`config.mk`:
```
export PLATFORM = sky130hd
export DESIGN_NAME = spi_master
export DESIGN_NICKNAME = d
export VERILOG_FILES = /design/src/rtl/spi_pkg.sv /design/src/rtl/spi_sclk_gen.sv /design/src/rtl/spi_master.sv
export SDC_FILE = /design/constraint.sdc
export NUM_CORES = 1
export LEC_CHECK = 0
export CORE_ASPECT_RATIO = 1.1
export CORE_UTILIZATION = 53
export DETAILED_ROUTE_END_ITERATION = 10
export PLACE_DENSITY_LB_ADDON = 0.25
export SLEW_MARGIN = 20
export SYNTH_ARGS = -nofsm -noshare
export SYNTH_HDL_FRONTEND = slang
export SYNTH_SLANG_ARGS = --single-unit
```
`constraint.sdc`:
```
create_clock -name clk -period 2.4 [get_ports clk]
set_input_delay 0.72 -clock clk [delete_from_list [all_inputs] [get_ports clk]]
set_output_delay 0.72 -clock clk [all_outputs]
set_load 0.01 [all_outputs]
```
`src/rtl/spi_pkg.sv`:
```
// spi_pkg: shared SPI definitions for the master and the existing slave.
// FSM encoding, default word width and mode-0 constants.
package spi_pkg;

  localparam int SPI_DATA_WIDTH = 8;

  localparam bit SPI_CPOL      = 1'b0;
  localparam bit SPI_CPHA      = 1'b0;
  localparam bit SPI_MSB_FIRST = 1'b1;

  typedef enum logic [2:0] {
    ST_IDLE,
    ST_SETUP,
    ST_XFER,
    ST_HOLD,
    ST_GAP
  } spi_state_e;

  function automatic int spi_max(input int a, input int b);
    return (a > b) ? a : b;
  endfunction

endpackage

```
`src/rtl/spi_sclk_gen.sv`:
```
// spi_sclk_gen: shared timing counter plus SCLK level and edge ticks.
// One counter serves half-periods (CLK_DIV) and the CS gap (CS_GAP*CLK_DIV).
module spi_sclk_gen
  import spi_pkg::*;
#(
  parameter int CLK_DIV = 4,
  parameter int CS_GAP  = 2
) (
  input  logic clk,
  input  logic reset,
  input  logic en_i,
  input  logic tog_i,
  input  logic gap_i,
  output logic tick_o,
  output logic rise_o,
  output logic fall_o,
  output logic sclk_o
);

  localparam int GAP_CYC = CS_GAP * CLK_DIV;
  localparam int CW = $clog2(spi_max(CLK_DIV, GAP_CYC) + 1);
  localparam logic [CW-1:0] HALF_LAST = CW'(CLK_DIV - 1);
  localparam logic [CW-1:0] GAP_LAST  = CW'(GAP_CYC - 1);

  logic [CW-1:0] cnt_q, cnt_d;
  logic [CW-1:0] last;
  logic          sclk_q, sclk_d;

  // Count one period, tick on its last cycle, flip SCLK on ticks when allowed.
  always_comb begin
    last   = gap_i ? GAP_LAST : HALF_LAST;
    tick_o = en_i && (cnt_q == last);
    cnt_d  = (!en_i || tick_o) ? '0 : cnt_q + CW'(1);
    sclk_d = sclk_q;
    if (tog_i && tick_o) sclk_d = ~sclk_q;
    if (!en_i) sclk_d = SPI_CPOL;
    rise_o = tog_i && tick_o && !sclk_q;
    fall_o = tog_i && tick_o && sclk_q;
  end

  // Counter and SCLK level registers.
  always_ff @(posedge clk or negedge reset) begin
    if (!reset) begin
      cnt_q  <= '0;
      sclk_q <= SPI_CPOL;
    end else begin
      cnt_q  <= cnt_d;
      sclk_q <= sclk_d;
    end
  end

  assign sclk_o = sclk_q;

endmodule

```
`src/rtl/spi_master.sv`:
```
// spi_master: mode-0 single-word SPI master, MSB first.
// Build option SPI_MASTER_LOOPBACK_EN: sample MOSI instead of the MISO pin.
module spi_master
  import spi_pkg::*;
#(
  parameter int DATA_WIDTH = SPI_DATA_WIDTH,
  parameter int CLK_DIV    = 4,
  parameter int CS_GAP     = 2
) (
  input  logic                  clk,
  input  logic                  reset,
  input  logic                  start,
  input  logic [DATA_WIDTH-1:0] dataToSend,
  output logic                  busy,
  output logic                  done,
  output logic [DATA_WIDTH-1:0] dataReceived,
  output logic                  SCLK,
  output logic                  CS,
  output logic                  MOSI,
  input  logic                  MISO
);

  localparam int N  = DATA_WIDTH;
  localparam int EW = $clog2(2 * N + 1);
  localparam logic [EW-1:0] LAST_EDGE = EW'(2 * N - 1);

  spi_state_e    state_q, state_d;
  logic          cs_q, cs_d;
  logic          mosi_q, mosi_d;
  logic [N-2:0]  tx_q, tx_d;
  logic [N-1:0]  rx_q, rx_d;
  logic [EW-1:0] edge_q, edge_d;
  logic          done_q, done_d;
  logic [N-1:0]  rdata_q, rdata_d;

  logic tick, rise, fall, sclk;
  logic free, accept, sample;

`ifdef SPI_MASTER_LOOPBACK_EN
  logic unused_miso;
  assign unused_miso = MISO;
  assign sample = mosi_q;
`else
  assign sample = MISO;
`endif

  spi_sclk_gen #(
    .CLK_DIV(CLK_DIV),
    .CS_GAP (CS_GAP)
  ) u_sclk (
    .clk   (clk),
    .reset (reset),
    .en_i  (state_q != ST_IDLE),
    .tog_i ((state_q == ST_SETUP) || (state_q == ST_XFER)),
    .gap_i (state_q == ST_GAP),
    .tick_o(tick),
    .rise_o(rise),
    .fall_o(fall),
    .sclk_o(sclk)
  );

  // The last gap cycle behaves as idle so a waiting start is taken at once.
  assign free   = (state_q == ST_IDLE) || ((state_q == ST_GAP) && tick);
  assign accept = free && start;

  // Next-state and datapath for CS, MOSI and both shift registers.
  always_comb begin
    state_d = state_q;
    cs_d    = cs_q;
    mosi_d  = mosi_q;
    tx_d    = tx_q;
    rx_d    = rx_q;
    edge_d  = edge_q;
    done_d  = 1'b0;
    rdata_d = rdata_q;
    unique case (state_q)
      ST_IDLE: ;
      ST_SETUP, ST_XFER: begin
        if (tick) edge_d = edge_q + EW'(1);
        if (rise) rx_d = {rx_q[N-2:0], sample};
        if (rise && (state_q == ST_SETUP)) state_d = ST_XFER;
        if (fall) begin
          if (edge_q == LAST_EDGE) begin
            state_d = ST_HOLD;
          end else begin
            mosi_d = tx_q[N-2];
            tx_d   = tx_q << 1;
          end
        end
      end
      ST_HOLD: begin
        if (tick) begin
          cs_d    = 1'b1;
          done_d  = 1'b1;
          rdata_d = rx_q;
          state_d = ST_GAP;
        end
      end
      ST_GAP: begin
        if (tick) begin
          mosi_d  = 1'b0;
          state_d = ST_IDLE;
        end
      end
      default: state_d = ST_IDLE;
    endcase
    if (accept) begin
      state_d = ST_SETUP;
      cs_d    = 1'b0;
      mosi_d  = dataToSend[N-1];
      tx_d    = dataToSend[N-2:0];
      edge_d  = '0;
    end
  end

  // State and datapath registers; reset abandons any transfer.
  always_ff @(posedge clk or negedge reset) begin
    if (!reset) begin
      state_q <= ST_IDLE;
      cs_q    <= 1'b1;
      mosi_q  <= 1'b0;
      tx_q    <= '0;
      rx_q    <= '0;
      edge_q  <= '0;
      done_q  <= 1'b0;
      rdata_q <= '0;
    end else begin
      state_q <= state_d;
      cs_q    <= cs_d;
      mosi_q  <= mosi_d;
      tx_q    <= tx_d;
      rx_q    <= rx_d;
      edge_q  <= edge_d;
      done_q  <= done_d;
      rdata_q <= rdata_d;
    end
  end

  assign busy         = ~free;
  assign done         = done_q;
  assign dataReceived = rdata_q;
  assign SCLK         = sclk;
  assign CS           = cs_q;
  assign MOSI         = mosi_q;

endmodule

```
After elaboration in Yosys (flattened, before gate mapping)
Index checks and enable logic that the tools add are counted.
{"block": "word_totals", "register_bits": 39, "in_bits": 12, "ram_bits": 0, "n_memories": 0, "mem_bits_ro": 0, "wordCells": 82, "out_inout_bits": 13, "latchBits": 0}
{"block": "op_classes", "addsub": 2, "n_div": 0, "n_mux": 28, "reduce_logical": 27, "n_shift": 0, "n_eq_ne": 13, "n_mul": 0, "order_cmp": 0, "n_bitwise": 2}
{"operator": "7-bit two-way mux", "n": 4}
{"operator": "3-bit two-way mux", "n": 7}
{"operator": "5-bit two-way mux", "n": 3}
{"operator": "3-bit != test (second input constant)", "n": 4}
{"operator": "3-bit one-hot mux with 4 select lines", "n": 1}
{"operator": "1-bit two-way mux", "n": 11}
{"operator": "2-bit AND reduction", "n": 4}
{"operator": "2-bit nonzero test", "n": 4}
{"operator": "1-bit logical AND", "n": 7}
{"operator": "3-bit by 2-bit == test with 1-bit output (second input constant)", "n": 2}
{"operator": "2-bit != test (second input constant)", "n": 3}
{"operator": "3-bit AND reduction", "n": 2}
{"operator": "3-bit nonzero test", "n": 2}
{"operator": "5-bit by 1-bit adder with 5-bit output (second input constant)", "n": 1}
{"operator": "5-bit by 4-bit == test with 1-bit output (second input constant)", "n": 1}
{"operator": "4-bit by 1-bit adder with 4-bit output (second input constant)", "n": 1}
{"operator": "4-bit == test", "n": 1}
{"operator": "4-bit two-way mux", "n": 1}
{"operator": "4-bit AND reduction", "n": 1}
{"operator": "3-bit by 1-bit == test with 1-bit output (second input constant)", "n": 1}
{"operator": "3-bit == test (second input constant)", "n": 1}
{"operator": "3-bit logical NOT", "n": 1}
{"operator": "1-bit logical OR", "n": 3}
{"operator": "1-bit logical NOT", "n": 2}
{"operator": "3 further kinds", "n": 4}

Logic depth before layout (Yosys ltp)
Gate-level depths: netlist of run 1.
{"block": "depth", "depth_word": 12, "ltp_mapped": 7, "mapped_depth_nobuf": 7}

Hierarchy
From an unflattened synthesis of run 1, not the netlist that was laid out.
{"block": "unflattened", "hier_cells": 176, "hier_area_um2": 1883.1}
{"module": "spi_master", "area_each_um2": 1622.8, "seq_area_each_um2": 852.1, "n_inst": 1, "cells_each": 151}
{"module": "spi_sclk_gen", "area_each_um2": 260.2, "seq_area_each_um2": 125.1, "n_inst": 1, "cells_each": 25}

Least setup slack after synthesis of run 1
OpenSTA, ideal clock, no wires.
{"block": "synth_path", "path_kind": "register to register", "from": "register u_sclk.cnt_q[0]", "to": "register rx_q[0]", "stages_incl_launch_ff": 6, "required_ns": 2.272, "synth_period_minus_slack_ns": 2.031, "n_path_buf": 0, "slack_ns": 0.369, "setup_ns": 0.128, "arrival_ns": 1.904, "cell_sequence": "dfrtp_1 -> ha_1 -> or3b_4 -> or3_4 -> nor2_4 -> mux2_1"}
{"block": "synth_between", "elab_chain_cells": 5}
{"element": "start: declaration", "line": "spi_sclk_gen.sv:25", "source": "logic [CW-1:0] cnt_q, cnt_d;"}
{"element": "start signal: assignment", "line": "spi_sclk_gen.sv:47", "source": "cnt_q <= cnt_d;"}
{"element": "4-bit == test", "line": "spi_sclk_gen.sv:32", "source": "tick_o = en_i && (cnt_q == last);"}
{"element": "1-bit logical AND", "line": "spi_sclk_gen.sv:32"}
{"element": "1-bit logical AND (2 in a row)", "line": "spi_sclk_gen.sv:37", "source": "rise_o = tog_i && tick_o && !sclk_q;"}
{"element": "2-bit AND reduction (no source line)"}
{"element": "end signal: assignment", "line": "spi_master.sv:132", "source": "rx_q <= rx_d;"}
{"element": "end: declaration", "line": "spi_master.sv:31", "source": "logic [N-1:0] rx_q, rx_d;"}
Every way passes these cells.
A chain may end at the register's enable or synchronous reset.

Worst setup path in the final report of run 1
{"block": "layout_path", "from": "register u_sclk.cnt_q[0]", "to": "register rx_q[7]"}
Same word-level chain as after synthesis.

==> results.cfg, run 1 <==
[timing]
fin_skew_ns = 0.0107
fin_crit_ns = 2.30
slew_headroom_pct = 44.8
period_share_pct = 95.7
setup-violations-final = 0
fin_setup_tns_ns = 0
max_freq_mhz = 436
final_hold_viol_count = 0
grt_setup_unrepaired = false
slew_violations = 0
tightest_slew_ns = 0.828

[yosys]
async_flop_share_pct = 100
ys_seq_elements = 39
ys_warn_count = 0
syn_inst = 147
syn_nets = 162
synthTopCellsByCount = dfrtp_1 (38), mux2_2 (10), nand2_1 (9), nor2_1 (9), mux2_1 (8)
netlist.area_leader.share_pct = 53.5
synth-edff-count = 0
synth.largest_area_cell = dfrtp_1
yosysMostFrequentCell = dfrtp_1
synthTopCellsByArea = dfrtp_1 (54%), mux2_2 (6.3%), mux2_1 (5.1%), mux2i_1 (3.4%), ha_1 (2.1%)
synth_area_um2 = 1780
synth_cell_types = 42
avgSynthCellArea_um2 = 12.1
synth_ff_type = dfrtp_1
yosysSeqAreaShare_pct = 55.0

[power]
power.total_uw = 2220
pwr-share-comb_pct = 37.7
power_density_nw_per_um2 = 1040
clkPwrFrac_pct = 15.6
p_sw_uw = 779
intPower_uw = 1440
pwr-share-seq_pct = 46.7
ir_drop_uv = 641
leakagePower_uw = 0.000968
switching_share_pct = 35.1

[drt]
drc = 4
routedWlPerCell_um = 15.5
totalWireLength_um = 3330
dr.pass1.iters = 7
final_antenna_net_count = 0
viasPerCell = 5.73
route.vias.total = 1232
drt_iter0_drc = 49

[critical_path]
slowest_stage = or3b_4
worstPathArrival_ns = 2.53
worstPathCellList = ha_1 -> buf_4 -> or3b_4 -> or3_4 -> nor2_4 -> mux2_1
critical_path_class = reg2reg
critPathLaunch = u_sclk.cnt_q[0]$_DFF_PN0_
critical_path.max_fanout = 8
start_kind = flop
worst_path_largest_cell_delay_ns = 0.43
endpoint_kind = flop
worstReg2RegStart = u_sclk.cnt_q[0]$_DFF_PN0_
required_ns = 2.63

[placed_design]
gp_congestion = 0.815
io_buffers = 24
dp_hpwl_um = 2380

[grt]
grt_pass1_wl_um = 5890
grt_max_degree = 40
grtUsageTotal_pct = 21.5
grt_pass1_vias = 1339
gr-total-overflow = 0
antenna_found_initial = 0

[finish]
areaGrowthSynthToFinish_pct = 20.3
fin_util_pct = 68.3
drive_above_1_share_pct = 17.1
fin_nets = 195
nFillCells = 230
antenna_cells = 0

[die]
pin_count = 25
start_util_pct = 56.8
die_h_um = 62.7
die_w_um = 57.2
core_um2 = 3130
rows = 21
die_area_um2 = 3590

[status]
status = complete, but fails checks
violations = design-rule violations

[clocking]
cts_tree = yes
cts.clk_slew.worst_paths_ns = 0.11
postCtsHoldBufs = 0
clock_sinks = 39
htree_levels = 2
clockBufferDepth = 2
clock_latency_ns = 0.35
root_buffer = clkbuf_4
numCtsBuffers = 5

[hold_path]
hold_class = in2async

[run]
cap_violations = 0
-- kinds of logic after synthesis --
| kind of cell | count (synthesis) | share of synthesized area, % |
|---|---|---|
| AOI/OAI and AO/OA | 27 | 9.72 |
| and+or+nand+nor | 40 | 13.8 |
| buffers and inverters | 9 | 2.04 |
| adders and majority gates | 4 | 2.68 |
| xor gates and xnor gates | 4 | 1.97 |
| muxes | 24 | 14.8 |
| DFF | 39 | 55.0 |
-- critical path: cells and delay by family (launching register included) --
family	cells	cell delay (ns)
adders and majority gates	1	0.19
buffers and inverters	1	0.14
DFF	1	0.40
muxes	1	0.36
and+or+nand+nor	3	1.09
-- area by class of cell --
class / count / area (um^2) / area share, %
Sequential cell: 39 / 977 / 45.7
Multi-Input combinational cell: 99 / 763 / 35.7
Timing Repair Buffer: 30 / 275 / 12.9
Clock buffer: 7 / 55.1 / 2.58
Tap cell: 34 / 42.5 / 1.99
Inverter: 5 / 18.8 / 0.878
Clock inverter: 1 / 5.00 / 0.234
-- layer usage --
layer  part of all wire [%]  GRT usage, %
met2                     52          36.5
met3                    5.3          4.35
met5                      0             0
met4                   0.72          8.54
met1                     42          26.6
-- cells in the final DEF, fill, tap and decap left out, types with 3 or more instances in the layout --
| cell | netlist | layout |
|---|---|---|
| ha_1 | 3 | 3 |
| o21ai_1 | 7 | 8 |
| xnor2_1 | 3 | 3 |
| nand3_1 | 3 | 3 |
| o21ai_0 | 6 | 5 |
| buf_4 | 0 | 6 |
| inv_1 | 5 | 5 |
| mux2_2 | 10 | 10 |
| mux2i_1 | 6 | 6 |
| clkbuf_4 | 0 | 5 |
| mux2_1 | 8 | 8 |
| nor2_1 | 9 | 9 |
| a21oi_1 | 3 | 3 |
| dfrtp_1 | 38 | 38 |
| clkdlybuf4s50_1 | 0 | 22 |
| nand2_1 | 9 | 9 |
-- registers in the layout, summed over array words and instances, names as in the netlist --
signal / cells
CS: 1
MOSI: 1
u_sclk.cnt_q: 4
done: 1
dataReceived: 8
tx_q: 7
rx_q: 8
state_q: 3
u_sclk.sclk_o: 1
edge_q: 5
-- power by group through the flow --
stage	clock, uW	sequential [uW]	combinational, uW
floorplan	0	1010	556
detailed placement	0	1050	844
CTS	354	1030	846
global placement	0	1030	796
finish	347	1040	835
global route	383	1060	935
-- what timing repair did --
item / CTS / global route
cloned: 0 / 0
resized for setup: 2 / 2
endpoints found under the setup margin: 1 / 1
setup buffers: 0 / 0
-- stage by stage --
step	hold WS [ns]	instances	area, um^2	setup slack, ns
final	0.459	215	2140	0.104
after global placement	0.446	207	2080	0.154
after CTS	0.484	215	2140	0.0107
after global routing	0.502	215	2140	0.0131
after detailed placement	0.469	207	2080	0.101
after floorplan	0.424	147	1780	0.369
-- worst paths after layout --
kind / to / slack, ns / depth (start not counted)
worst max-delay path: rx_q[7]$_DFFE_PN0P_ / 0.10 / 6
worst min-delay path: MOSI$_DFFE_PN0P_ / 0.46 / 1
worst max register to register: rx_q[7]$_DFFE_PN0P_ / 0.10 / 6
worst min register to register: u_sclk.cnt_q[0]$_DFF_PN0_ / 0.48 / 1
max in group asynchronous: tx_q[0]$_DFFE_PN0P_ / 1.41 / 1
min in group clk: u_sclk.cnt_q[0]$_DFF_PN0_ / 0.48 / 1
Note: power is estimated with default switching activity, not from simulation.
==> run 2, diff against run 1 <==
CTS_CLUSTER_DIAMETER = 50   (was not set)
==> results of run 2 <==
Same layout as run 1: the final DEF is identical, and so are final timing and power.
==> run 3, diff against run 2 <==
REMOVE_ABC_BUFFERS = 1   (was not set)
==> run 3 against run 2 <==
Net effect: the run still ends with design-rule violations left; sequential share of layout area shrank 0.66 points; routed wire length down 0.93%; hold slack gained 0.0078 ns; utilization up 1.0 points.
==> results.cfg, run 3 (same netlist as run 1, synthesis figures left out) <==
[clocking]
cts_tree = yes
root_buffer = clkbuf_4
numCtsBuffers = 5
clock_latency_ns = 0.34
clock_sinks = 39
postCtsHoldBufs = 0
clockBufferDepth = 2
cts.clk_slew.worst_paths_ns = 0.11
cts_setup_buffers = 0
htree_levels = 2

[status]
status = complete, but fails checks
violations = design-rule violations

[die]
rows = 21
core_um2 = 3130
die_h_um = 62.7
start_util_pct = 56.8
die_area_um2 = 3590
die_w_um = 57.2
pin_count = 25

[timing]
slew_violations = 0
max_freq_mhz = 440
grt_setup_unrepaired = false
fin_crit_ns = 2.27
tightest_slew_ns = 0.829
period_share_pct = 94.8
slew_headroom_pct = 44.7
fin_setup_tns_ns = 0
setup-violations-final = 0
fin_skew_ns = 0.00476
final_hold_viol_count = 0
setup_ws_ns = 0.126

[power]
ir_drop_uv = 564
leakagePower_uw = 0.000981
power_density_nw_per_um2 = 1070

[critical_path]
worstPathArrival_ns = 1.55
start_kind = flop
required_ns = 1.68
endpoint_kind = output port
critical_path.max_fanout = 3
critical_path_class = reg2out

[run]
cap_violations = 0

[grt]
grt_max_degree = 40
grt_pass1_vias = 1319
grtUsageTotal_pct = 22.5
grt_pass1_wl_um = 6110
antenna_found_initial = 0
gr-total-overflow = 0

[finish]
drive_above_1_share_pct = 17.1
final_cell_mix = dfrtp_1 (38), clkdlybuf4s50_1 (22), mux2_2 (10)
areaGrowthSynthToFinish_pct = 22.0
fin_util_pct = 69.3
nFillCells = 238
multiInputGateArea_um2 = 763
fin_nets = 195
antenna_cells = 0
layout_commonest_cell = dfrtp_1
seq_area_um2 = 977

[drt]
route.vias.total = 1231
routedWlPerCell_um = 15.3
drt_iter0_drc = 73
final_antenna_net_count = 0
viasPerCell = 5.73
dr.pass1.iters = 7
totalWireLength_um = 3300
drc = 1

[placed_design]
io_buffers = 24
dp_slack_ns = 0.129
gp_congestion = 0.857
dp_hpwl_um = 2420

[hold_path]
hold_class = in2async
[run 3: cell count changes in the layout (fill, tap and decap cells not counted)]
cell | before | now
clkbuf_2 | 1 | 0
clkdlybuf4s15_1 | 0 | 1
clkbuf_1 | 1 | 0
bufinv_16 | 0 | 1
[run 3: cell type report]
| type | instances | area share (%) |
|---|---|---|
| Inverter | 5 | 0.866 |
| Multi-Input combinational cell | 99 | 35.2 |
| Timing Repair Buffer | 30 | 12.9 |
| Clock buffer | 6 | 2.37 |
| Clock inverter | 2 | 1.62 |
| Tap cell | 34 | 1.96 |
| Sequential cell | 39 | 45.1 |
[run 3: final timing paths]
check | depth (start not counted) | slack, ns | from | endpoint
max | 4 | 0.13 | u_sclk.cnt_q[0]$_DFF_PN0_ | busy
min | 1 | 0.47 | reset | edge_q[1]$_DFFE_PN0P_
max reg2reg | 6 | 0.19 | u_sclk.cnt_q[0]$_DFF_PN0_ | rx_q[6]$_DFFE_PN0P_
min reg2reg | 1 | 0.47 | u_sclk.cnt_q[0]$_DFF_PN0_ | u_sclk.cnt_q[0]$_DFF_PN0_
max in group asynchronous | 1 | 1.42 | reset | u_sclk.cnt_q[0]$_DFF_PN0_
min in group clk | 1 | 0.47 | u_sclk.cnt_q[0]$_DFF_PN0_ | u_sclk.cnt_q[0]$_DFF_PN0_
[run 3: repair_timing]
item / 4_1_cts / 5_1_grt
pin swaps: 0 / 0
resized for setup: 1 / 2
endpoints found under the setup margin: 1 / 1
[run 3: per-stage QoR]
stage	instances	power, uW	instance area (um^2)	hold slack (ns)
after detailed placement	207	1890	2080	0.452
after global placement	207	1830	2080	0.444
after global routing	215	2490	2170	0.518
after floorplan	143	1550	1760	0.424
final	215	2320	2170	0.467
after CTS	215	2340	2170	0.468
[run 3: per-layer routing]
metal  vias up  wire (um)  part of all wire [%]  track usage, %
met5         -          0                     0               0
met4         0         61                   1.9            10.7
met3         7        127                   3.9            5.18
met2        29       1680                    51            36.2
met1       607       1420                    43            28.7
li1        588          -                     -               -
[run 3: worst max-delay path, stage by stage, from the launching register on]
cell and delay [ns]:
dfrtp_1 0.41, ha_1 0.21, and3b_1 0.19, o21ai_1 0.16, clkdlybuf4s15_1 0.25
[run 3: power by group]
group / internal [uW] / switching (uW)
clock network: 246 / 208
logic: 425 / 406
registers: 871 / 167
total: 1540 / 780
